File: src/rtl/btb_target_gen.sv
`default_nettype none
// ============================================================================
// Module   : btb_target_gen
// Purpose  : EX-stage jump/branch target generation plus a direct-mapped BTB
//            with 2-bit counters for IF prediction and mispredict training.
// Revision : 1.0 - initial release
// ============================================================================
module btb_target_gen #(
    parameter int XLEN    = 32,
    parameter int ENTRIES = 16,
    parameter int CNT_W   = 32
) (
    input  logic             CLK,
    input  logic             RST,
    input  logic [XLEN-1:0]  IF_PC,
    output logic             PRED_HIT,
    output logic [XLEN-1:0]  PRED_NEXT_PC,
    input  logic             EX_VALID,
    input  logic [XLEN-1:0]  EX_PC,
    input  logic [1:0]       EX_KIND,
    input  logic             EX_TAKEN,
    input  logic [XLEN-1:0]  EX_RS1,
    input  logic [XLEN-1:0]  EX_ITYPE,
    input  logic [XLEN-1:0]  EX_JTYPE,
    input  logic [XLEN-1:0]  EX_BTYPE,
    input  logic [XLEN-1:0]  EX_PRED_NEXT_PC,
    input  logic             FLUSH_BTB,
    output logic [XLEN-1:0]  JAL,
    output logic [XLEN-1:0]  JALR,
    output logic [XLEN-1:0]  BRANCH,
    output logic [XLEN-1:0]  EX_NEXT_PC,
    output logic             EX_MISPREDICT,
    output logic [CNT_W-1:0] MISPRED_COUNT
);

    localparam int IDX_W = $clog2(ENTRIES);
    localparam int TAG_W = XLEN - IDX_W - 2;

    localparam logic [1:0] KIND_NONE   = 2'b00;
    localparam logic [1:0] KIND_BRANCH = 2'b01;
    localparam logic [1:0] KIND_JAL    = 2'b10;
    localparam logic [1:0] KIND_JALR   = 2'b11;

    logic             valid_q  [ENTRIES];
    logic [TAG_W-1:0] tag_q    [ENTRIES];
    logic [1:0]       kind_q   [ENTRIES];
    logic [XLEN-1:0]  target_q [ENTRIES];
    logic [1:0]       ctr_q    [ENTRIES];
    logic [CNT_W-1:0] count_q;

    logic [IDX_W-1:0] if_idx;
    logic [TAG_W-1:0] if_tag;
    logic             if_match;
    logic [IDX_W-1:0] ex_idx;
    logic [TAG_W-1:0] ex_tag;
    logic             ex_match;
    logic [XLEN-1:0]  ex_seq_pc;

    // Lookup reads the registered table, so a same-cycle update is not seen.
    assign if_idx   = IF_PC[IDX_W+1:2];
    assign if_tag   = IF_PC[XLEN-1:IDX_W+2];
    assign if_match = valid_q[if_idx] && (tag_q[if_idx] == if_tag);

    assign PRED_HIT     = if_match && ((kind_q[if_idx] != KIND_BRANCH) || ctr_q[if_idx][1]);
    assign PRED_NEXT_PC = PRED_HIT ? target_q[if_idx] : IF_PC + XLEN'(4);

    assign JAL       = EX_PC + EX_JTYPE;
    assign JALR      = (EX_RS1 + EX_ITYPE) & ~XLEN'(1);
    assign BRANCH    = EX_PC + EX_BTYPE;
    assign ex_seq_pc = EX_PC + XLEN'(4);

    always_comb begin
        EX_NEXT_PC = ex_seq_pc;
        case (EX_KIND)
            KIND_JAL:    EX_NEXT_PC = JAL;
            KIND_JALR:   EX_NEXT_PC = JALR;
            KIND_BRANCH: EX_NEXT_PC = EX_TAKEN ? BRANCH : ex_seq_pc;
            default:     EX_NEXT_PC = ex_seq_pc;
        endcase
    end

    assign EX_MISPREDICT = EX_VALID && (EX_NEXT_PC != EX_PRED_NEXT_PC);

    assign ex_idx   = EX_PC[IDX_W+1:2];
    assign ex_tag   = EX_PC[XLEN-1:IDX_W+2];
    assign ex_match = valid_q[ex_idx] && (tag_q[ex_idx] == ex_tag);

    always_ff @(posedge CLK) begin
        if (RST) begin
            for (int i = 0; i < ENTRIES; i++) begin
                valid_q[i] <= 1'b0;
                ctr_q[i]   <= 2'b01;
            end
        end else if (FLUSH_BTB) begin
            for (int i = 0; i < ENTRIES; i++) begin
                valid_q[i] <= 1'b0;
            end
        end else if (EX_VALID) begin
            case (EX_KIND)
                KIND_BRANCH: begin
                    if (ex_match) begin
                        if (EX_TAKEN) begin
                            target_q[ex_idx] <= BRANCH;
                            if (ctr_q[ex_idx] != 2'b11)
                                ctr_q[ex_idx] <= ctr_q[ex_idx] + 2'b01;
                        end else if (ctr_q[ex_idx] != 2'b00) begin
                            ctr_q[ex_idx] <= ctr_q[ex_idx] - 2'b01;
                        end
                    end else if (EX_TAKEN) begin
                        valid_q[ex_idx]  <= 1'b1;
                        tag_q[ex_idx]    <= ex_tag;
                        kind_q[ex_idx]   <= KIND_BRANCH;
                        target_q[ex_idx] <= BRANCH;
                        ctr_q[ex_idx]    <= 2'b10;
                    end
                end
                KIND_JAL, KIND_JALR: begin
                    valid_q[ex_idx]  <= 1'b1;
                    tag_q[ex_idx]    <= ex_tag;
                    kind_q[ex_idx]   <= EX_KIND;
                    target_q[ex_idx] <= (EX_KIND == KIND_JAL) ? JAL : JALR;
                    ctr_q[ex_idx]    <= 2'b11;
                end
                default: begin
                    if (ex_match)
                        valid_q[ex_idx] <= 1'b0;
                end
            endcase
        end
    end

    // Counts through flushes; only reset clears it.
    always_ff @(posedge CLK) begin
        if (RST)
            count_q <= '0;
        else if (EX_MISPREDICT && !(&count_q))
            count_q <= count_q + CNT_W'(1);
    end

    assign MISPRED_COUNT = count_q;

endmodule
`default_nettype wire

File: config.mk
export PLATFORM = sky130hd
export DESIGN_NAME = btb_target_gen
export DESIGN_NICKNAME = d
export VERILOG_FILES = /design/src/rtl/btb_target_gen.sv
export SDC_FILE = /design/constraint.sdc
export NUM_CORES = 2
export LEC_CHECK = 0
export BUFFER_PORTS_ARGS = -buffer_cell sky130_fd_sc_hd__buf_4
export CAP_MARGIN = 5
export CORE_MARGIN = 5
export CORE_UTILIZATION = 61
export DETAILED_ROUTE_END_ITERATION = 6
export GPL_TIMING_DRIVEN = 0
export PLACE_DENSITY = 0.81
export SLEW_MARGIN = 20
export SYNTH_ARGS = -nofsm -noshare
export SYNTH_HDL_FRONTEND = slang
export SYNTH_SLANG_ARGS = --single-unit
File: constraint.sdc
create_clock -name CLK -period 6.6 [get_ports CLK]
set_clock_uncertainty 0.1 [all_clocks]
set_input_delay 0.99 -clock CLK [delete_from_list [all_inputs] [get_ports CLK]]
set_output_delay 0.99 -clock CLK [all_outputs]
set_load 0.03 [all_outputs]
==> metrics.txt <==
# TYPE chip_impl_metric gauge
chip_impl_info{name="run_status",value="complete, but fails checks"} 1
chip_impl_info{name="violations",value="DRC, setup timing"} 1
chip_impl_info{name="synth_top_family_by_area",value="multiplexers"} 1
chip_impl_metric{name="async_reset_ff_frac",unit=""} 0
chip_impl_metric{name="max-vdd-ir-drop",unit="uV"} 287
chip_impl_metric{name="first_global_vias",unit=""} 42169
chip_impl_metric{name="routed_wirelength",unit="um"} 229000
chip_impl_metric{name="syn-num-nets",unit=""} 3985
chip_impl_metric{name="synthesis.area",unit="um^2"} 53700
chip_impl_metric{name="synth_top_area_frac",unit=""} 0.564
chip_impl_info{name="yosysTopAreaCell",value="sky130_fd_sc_hd__edfxtp_1"} 1
chip_impl_metric{name="floorplan.initialDensity",unit=""} 0.617
chip_impl_metric{name="placed_cell_areas",unit="um^2"} 59900
chip_impl_info{name="synth_top_cells_by_area",value="sky130_fd_sc_hd__edfxtp_1, sky130_fd_sc_hd__mux4_2, sky130_fd_sc_hd__ha_1"} 1
chip_impl_metric{name="fin_worst_hold_slack",unit="ps"} 400
chip_impl_metric{name="layout.filler_cells",unit=""} 5125
chip_impl_metric{name="detailroute.wirelength.met3",unit="um"} 38800
chip_impl_metric{name="synth_compound_area_frac",unit=""} 0.0744
chip_impl_metric{name="fp.dieArea",unit="um^2"} 94000
chip_impl_info{name="top_signal_layer_used",value="met5"} 1
chip_impl_metric{name="design_area",unit="um^2"} 64200
chip_impl_metric{name="required",unit="ps"} 5510
chip_impl_info{name="cts-root-buf",value="sky130_fd_sc_hd__clkbuf_16"} 1
chip_impl_info{name="critPathKind",value="primary input to output port"} 1
chip_impl_metric{name="detail_route.wl_per_cell",unit="um"} 41.6
chip_impl_metric{name="final-max-slew-violation-count",unit=""} 0
chip_impl_metric{name="synth_area_per_cell",unit="um^2"} 14.7
chip_impl_metric{name="post-route-period-util",unit=""} 1.01
chip_impl_metric{name="placeableCoreArea",unit="um^2"} 87000
chip_impl_info{name="ys.flop_type",value="sky130_fd_sc_hd__edfxtp_1"} 1
chip_impl_metric{name="timing.critical_path.arrival",unit="ps"} 5610
chip_impl_metric{name="maxCapViolations",unit=""} 0
chip_impl_metric{name="reg2reg_depth",unit=""} 13
chip_impl_metric{name="fp.dieW",unit="um"} 307
chip_impl_metric{name="num_vias",unit=""} 43195
chip_impl_metric{name="clk_latency_worst_skew_pair",unit="ps"} 700
chip_impl_metric{name="vias_per_cell",unit=""} 7.87
chip_impl_metric{name="clk_pin_slew",unit="ps"} 60
chip_impl_metric{name="power.static_leakage",unit="nW"} 21.7
chip_impl_metric{name="finalSetupViolCount",unit=""} 8
chip_impl_metric{name="hold-path-cell-count",unit=""} 2
chip_impl_metric{name="ios",unit=""} 425
chip_impl_metric{name="dp_hpwl",unit="um"} 155000
chip_impl_metric{name="first_pass_grt_wire_length",unit="um"} 319000
chip_impl_metric{name="worst_pin_slew",unit="ps"} 1370
chip_impl_info{name="start_kind",value="primary input"} 1
chip_impl_metric{name="cts-htree-levels",unit=""} 3
chip_impl_metric{name="synth_cells",unit=""} 3653
chip_impl_metric{name="synthMuxAreaShare",unit=""} 0.189
chip_impl_metric{name="sinks_on_clock_net",unit=""} 1040
chip_impl_metric{name="synth_simple_gate_area_frac",unit=""} 0.0806
chip_impl_info{name="path_cells",value="clkbuf_1 -> and2_1 -> clkbuf_1 -> nor2_1 -> o21ai_0 -> nand4_1 -> nor3_1 -> nor3_1 -> o2111ai_2 -> or4_4 -> nor4_4 -> nand4_1 -> buf_4 -> and2_1 -> buf_4"} 1
chip_impl_metric{name="layout.cells.non_filler",unit=""} 5490
chip_impl_metric{name="drt-met1-wl",unit="um"} 68500
chip_impl_metric{name="place.port_buffers",unit=""} 415
chip_impl_metric{name="critPathMaxStageDelay",unit="ps"} 820
chip_impl_metric{name="globalRouteTotalUtil",unit=""} 0.481
chip_impl_metric{name="layout-drive-gt1-share",unit=""} 0.315
chip_impl_info{name="netlist_top_cells_count",value="sky130_fd_sc_hd__edfxtp_1, sky130_fd_sc_hd__mux4_2, sky130_fd_sc_hd__nor2_1"} 1
chip_impl_metric{name="ys_seq_elements",unit=""} 1040
chip_impl_metric{name="synth-adder-area-share",unit=""} 0.0240
chip_impl_metric{name="powerDensity",unit="nW/um^2"} 266
chip_impl_metric{name="p_total",unit="mW"} 17.1
chip_impl_metric{name="worst_setup_margin",unit="ps"} -97.4
chip_impl_metric{name="ys_seq_area_frac",unit=""} 0.576
chip_impl_metric{name="area.growth.synth_to_final",unit="%"} 19.6
chip_impl_metric{name="finalNetCount",unit=""} 4583
chip_impl_metric{name="sequential_cell_area",unit="um^2"} 30900
chip_impl_metric{name="yosys.cell_types.count",unit=""} 90
chip_impl_metric{name="dp_cells",unit=""} 5284
chip_impl_metric{name="grt_antenna_before_repair",unit=""} 13
chip_impl_info{name="cell_with_the_most_instances_after_synthesis",value="sky130_fd_sc_hd__edfxtp_1"} 1
chip_impl_metric{name="finalWorstPathRequiredPeriod",unit="ps"} 6700
chip_impl_metric{name="synthXorXnorAreaFrac",unit=""} 0.0336
chip_impl_info{name="timing.hold.worst.class",value="register to register"} 1
chip_impl_metric{name="wl_met2",unit="um"} 98200
chip_impl_metric{name="final_hold_viol_count",unit=""} 0
chip_impl_metric{name="yosysWarnings",unit=""} 0
chip_impl_metric{name="synth_enable_flop_cells",unit=""} 1008
chip_impl_metric{name="detail_route.iter0.violations",unit=""} 8794
chip_impl_metric{name="detail_route.drc_violations",unit=""} 66
chip_impl_metric{name="ctsLongestPathBuffers",unit=""} 3
chip_impl_metric{name="fin_tns_setup",unit="ps"} -241
chip_impl_metric{name="drtPass1Iterations",unit=""} 7
chip_impl_metric{name="numCtsBuffers",unit=""} 99
chip_impl_metric{name="die_height",unit="um"} 307
chip_impl_metric{name="clock.fmax",unit="MHz"} 149
chip_impl_metric{name="multi_input_area",unit="um^2"} 22700
chip_impl_metric{name="worst_path_max_fanout",unit=""} 10
chip_impl_metric{name="drt.antenna.violating_nets",unit=""} 0
chip_impl_info{name="cts_tree",value="yes"} 1
chip_impl_metric{name="gr-total-overflow",unit=""} 0
chip_impl_metric{name="std_cell_rows",unit=""} 108
chip_impl_metric{name="maxSlewHeadroom",unit=""} 0.0836
chip_impl_metric{name="globalplace.congestion",unit=""} 1.08
chip_impl_metric{name="grt_max_degree",unit=""} 26
chip_impl_info{name="worst_path_max_delay_cell",value="sky130_fd_sc_hd__nor2_1"} 1
chip_impl_info{name="end_kind",value="output port"} 1
[logic make-up (layout without fill, tap and decap cells)]
group,Yosys count,count (layout)
xor gates and xnor gates,206,206
adders and majority gates,101,101
other,1,4
DFF,1040,1040
AOI/OAI and AO/OA,621,621
buffers and inverters,300,979
muxes,467,467
and+or+nand+nor,917,917
[layout by cell type, fill, tap and decap left out, types with 15 or more instances in the layout]
cell type / Yosys / final
sky130_fd_sc_hd__edfxtp_1: 1008 / 1008
sky130_fd_sc_hd__buf_4: 3 / 451
sky130_fd_sc_hd__mux4_2: 436 / 436
sky130_fd_sc_hd__nand2_1: 261 / 259
sky130_fd_sc_hd__nor2_1: 266 / 233
sky130_fd_sc_hd__a21oi_1: 201 / 189
sky130_fd_sc_hd__clkbuf_1: 149 / 129
sky130_fd_sc_hd__o21ai_0: 121 / 107
sky130_fd_sc_hd__nand3_1: 108 / 107
sky130_fd_sc_hd__xnor2_1: 124 / 102
sky130_fd_sc_hd__clkbuf_16: 0 / 102
sky130_fd_sc_hd__ha_1: 98 / 96
sky130_fd_sc_hd__nand4_1: 71 / 71
sky130_fd_sc_hd__xor2_1: 82 / 66
sky130_fd_sc_hd__inv_1: 59 / 59
sky130_fd_sc_hd__clkbuf_2: 0 / 46
sky130_fd_sc_hd__nor3_1: 40 / 38
sky130_fd_sc_hd__buf_2: 29 / 37
sky130_fd_sc_hd__and3_1: 37 / 37
sky130_fd_sc_hd__a21o_1: 35 / 35
sky130_fd_sc_hd__dfxtp_1: 32 / 32
sky130_fd_sc_hd__nor2_4: 0 / 32
sky130_fd_sc_hd__o21bai_1: 28 / 26
sky130_fd_sc_hd__or3_1: 25 / 25
sky130_fd_sc_hd__clkinv_1: 1 / 25
sky130_fd_sc_hd__buf_16: 0 / 25
sky130_fd_sc_hd__o31ai_1: 26 / 24
sky130_fd_sc_hd__a31oi_1: 39 / 21
sky130_fd_sc_hd__buf_1: 57 / 21
sky130_fd_sc_hd__xnor2_2: 0 / 21
sky130_fd_sc_hd__and2_1: 20 / 20
sky130_fd_sc_hd__or4_1: 20 / 19
sky130_fd_sc_hd__nor4_1: 18 / 17
sky130_fd_sc_hd__a31oi_2: 0 / 17
sky130_fd_sc_hd__buf_12: 0 / 17
sky130_fd_sc_hd__mux2i_1: 17 / 16
sky130_fd_sc_hd__o211ai_1: 15 / 15
sky130_fd_sc_hd__o21a_1: 15 / 15
[power by group]
group	internal, mW	leakage (nW)	switching [mW]
logic	1.19	10.8	2.55
clock network	3.19	1.54	2.66
registers	7.46	9.35	0.0299
total	11.8	21.7	5.25
[registers in the layout, summed over array words and instances (netlist names)]
| name | cells |
|---|---|
| target_q | 512 |
| tag_q | 416 |
| MISPRED_COUNT | 32 |
| ctr_q | 32 |
| kind_q | 32 |
| valid_q | 16 |
[worst max-delay path: cells and delay by family]
family                 cells  cell delay, ps
buffers and inverters      4             800
AOI/OAI and AO/OA          2             900
and+or+nand+nor            9            2890
[per-layer routing]
metal	GRT usage	up-vias
met1	0.578	20647
met5	0.00607	-
met3	0.211	1422
met2	0.706	5238
li1	-	15876
met4	0.333	12
[final timing paths]
check,startpoint,end,slack [ps]
max reg2reg,tag_q[15][17],ctr_q[5][1],950
max,EX_KIND[0],EX_MISPREDICT,-100
min reg2reg,MISPRED_COUNT[12],MISPRED_COUNT[12],400
min,MISPRED_COUNT[12],MISPRED_COUNT[12],400
[timing repair]
action	in CTS	in global routing
setup endpoints to repair	557	384
pin swaps	6	15
buffers inserted	10	16
resized for setup	107	104
hold buffers	0	0
[through the flow]
step,utilization,setup slack [ps]
2_1_floorplan,-,185
3_3_place_gp,0.669,-2390
3_5_place_dp,0.688,-1340
4_1_cts,0.730,4.05
5_1_grt,0.737,-64.9
6_report,0.738,-97.4
[cell type report]
class,instances,share of cell area
multi-input combinational,2313,0.354
sequential,1040,0.482
tap,1155,0.0225
clock buffer,125,0.0411
buffer,234,0.0174
timing repair buffer,503,0.0713
antenna,3,0.000117
clock inverter,57,0.00840
inverter,60,0.00351
(Power assumes the default switching activity.)
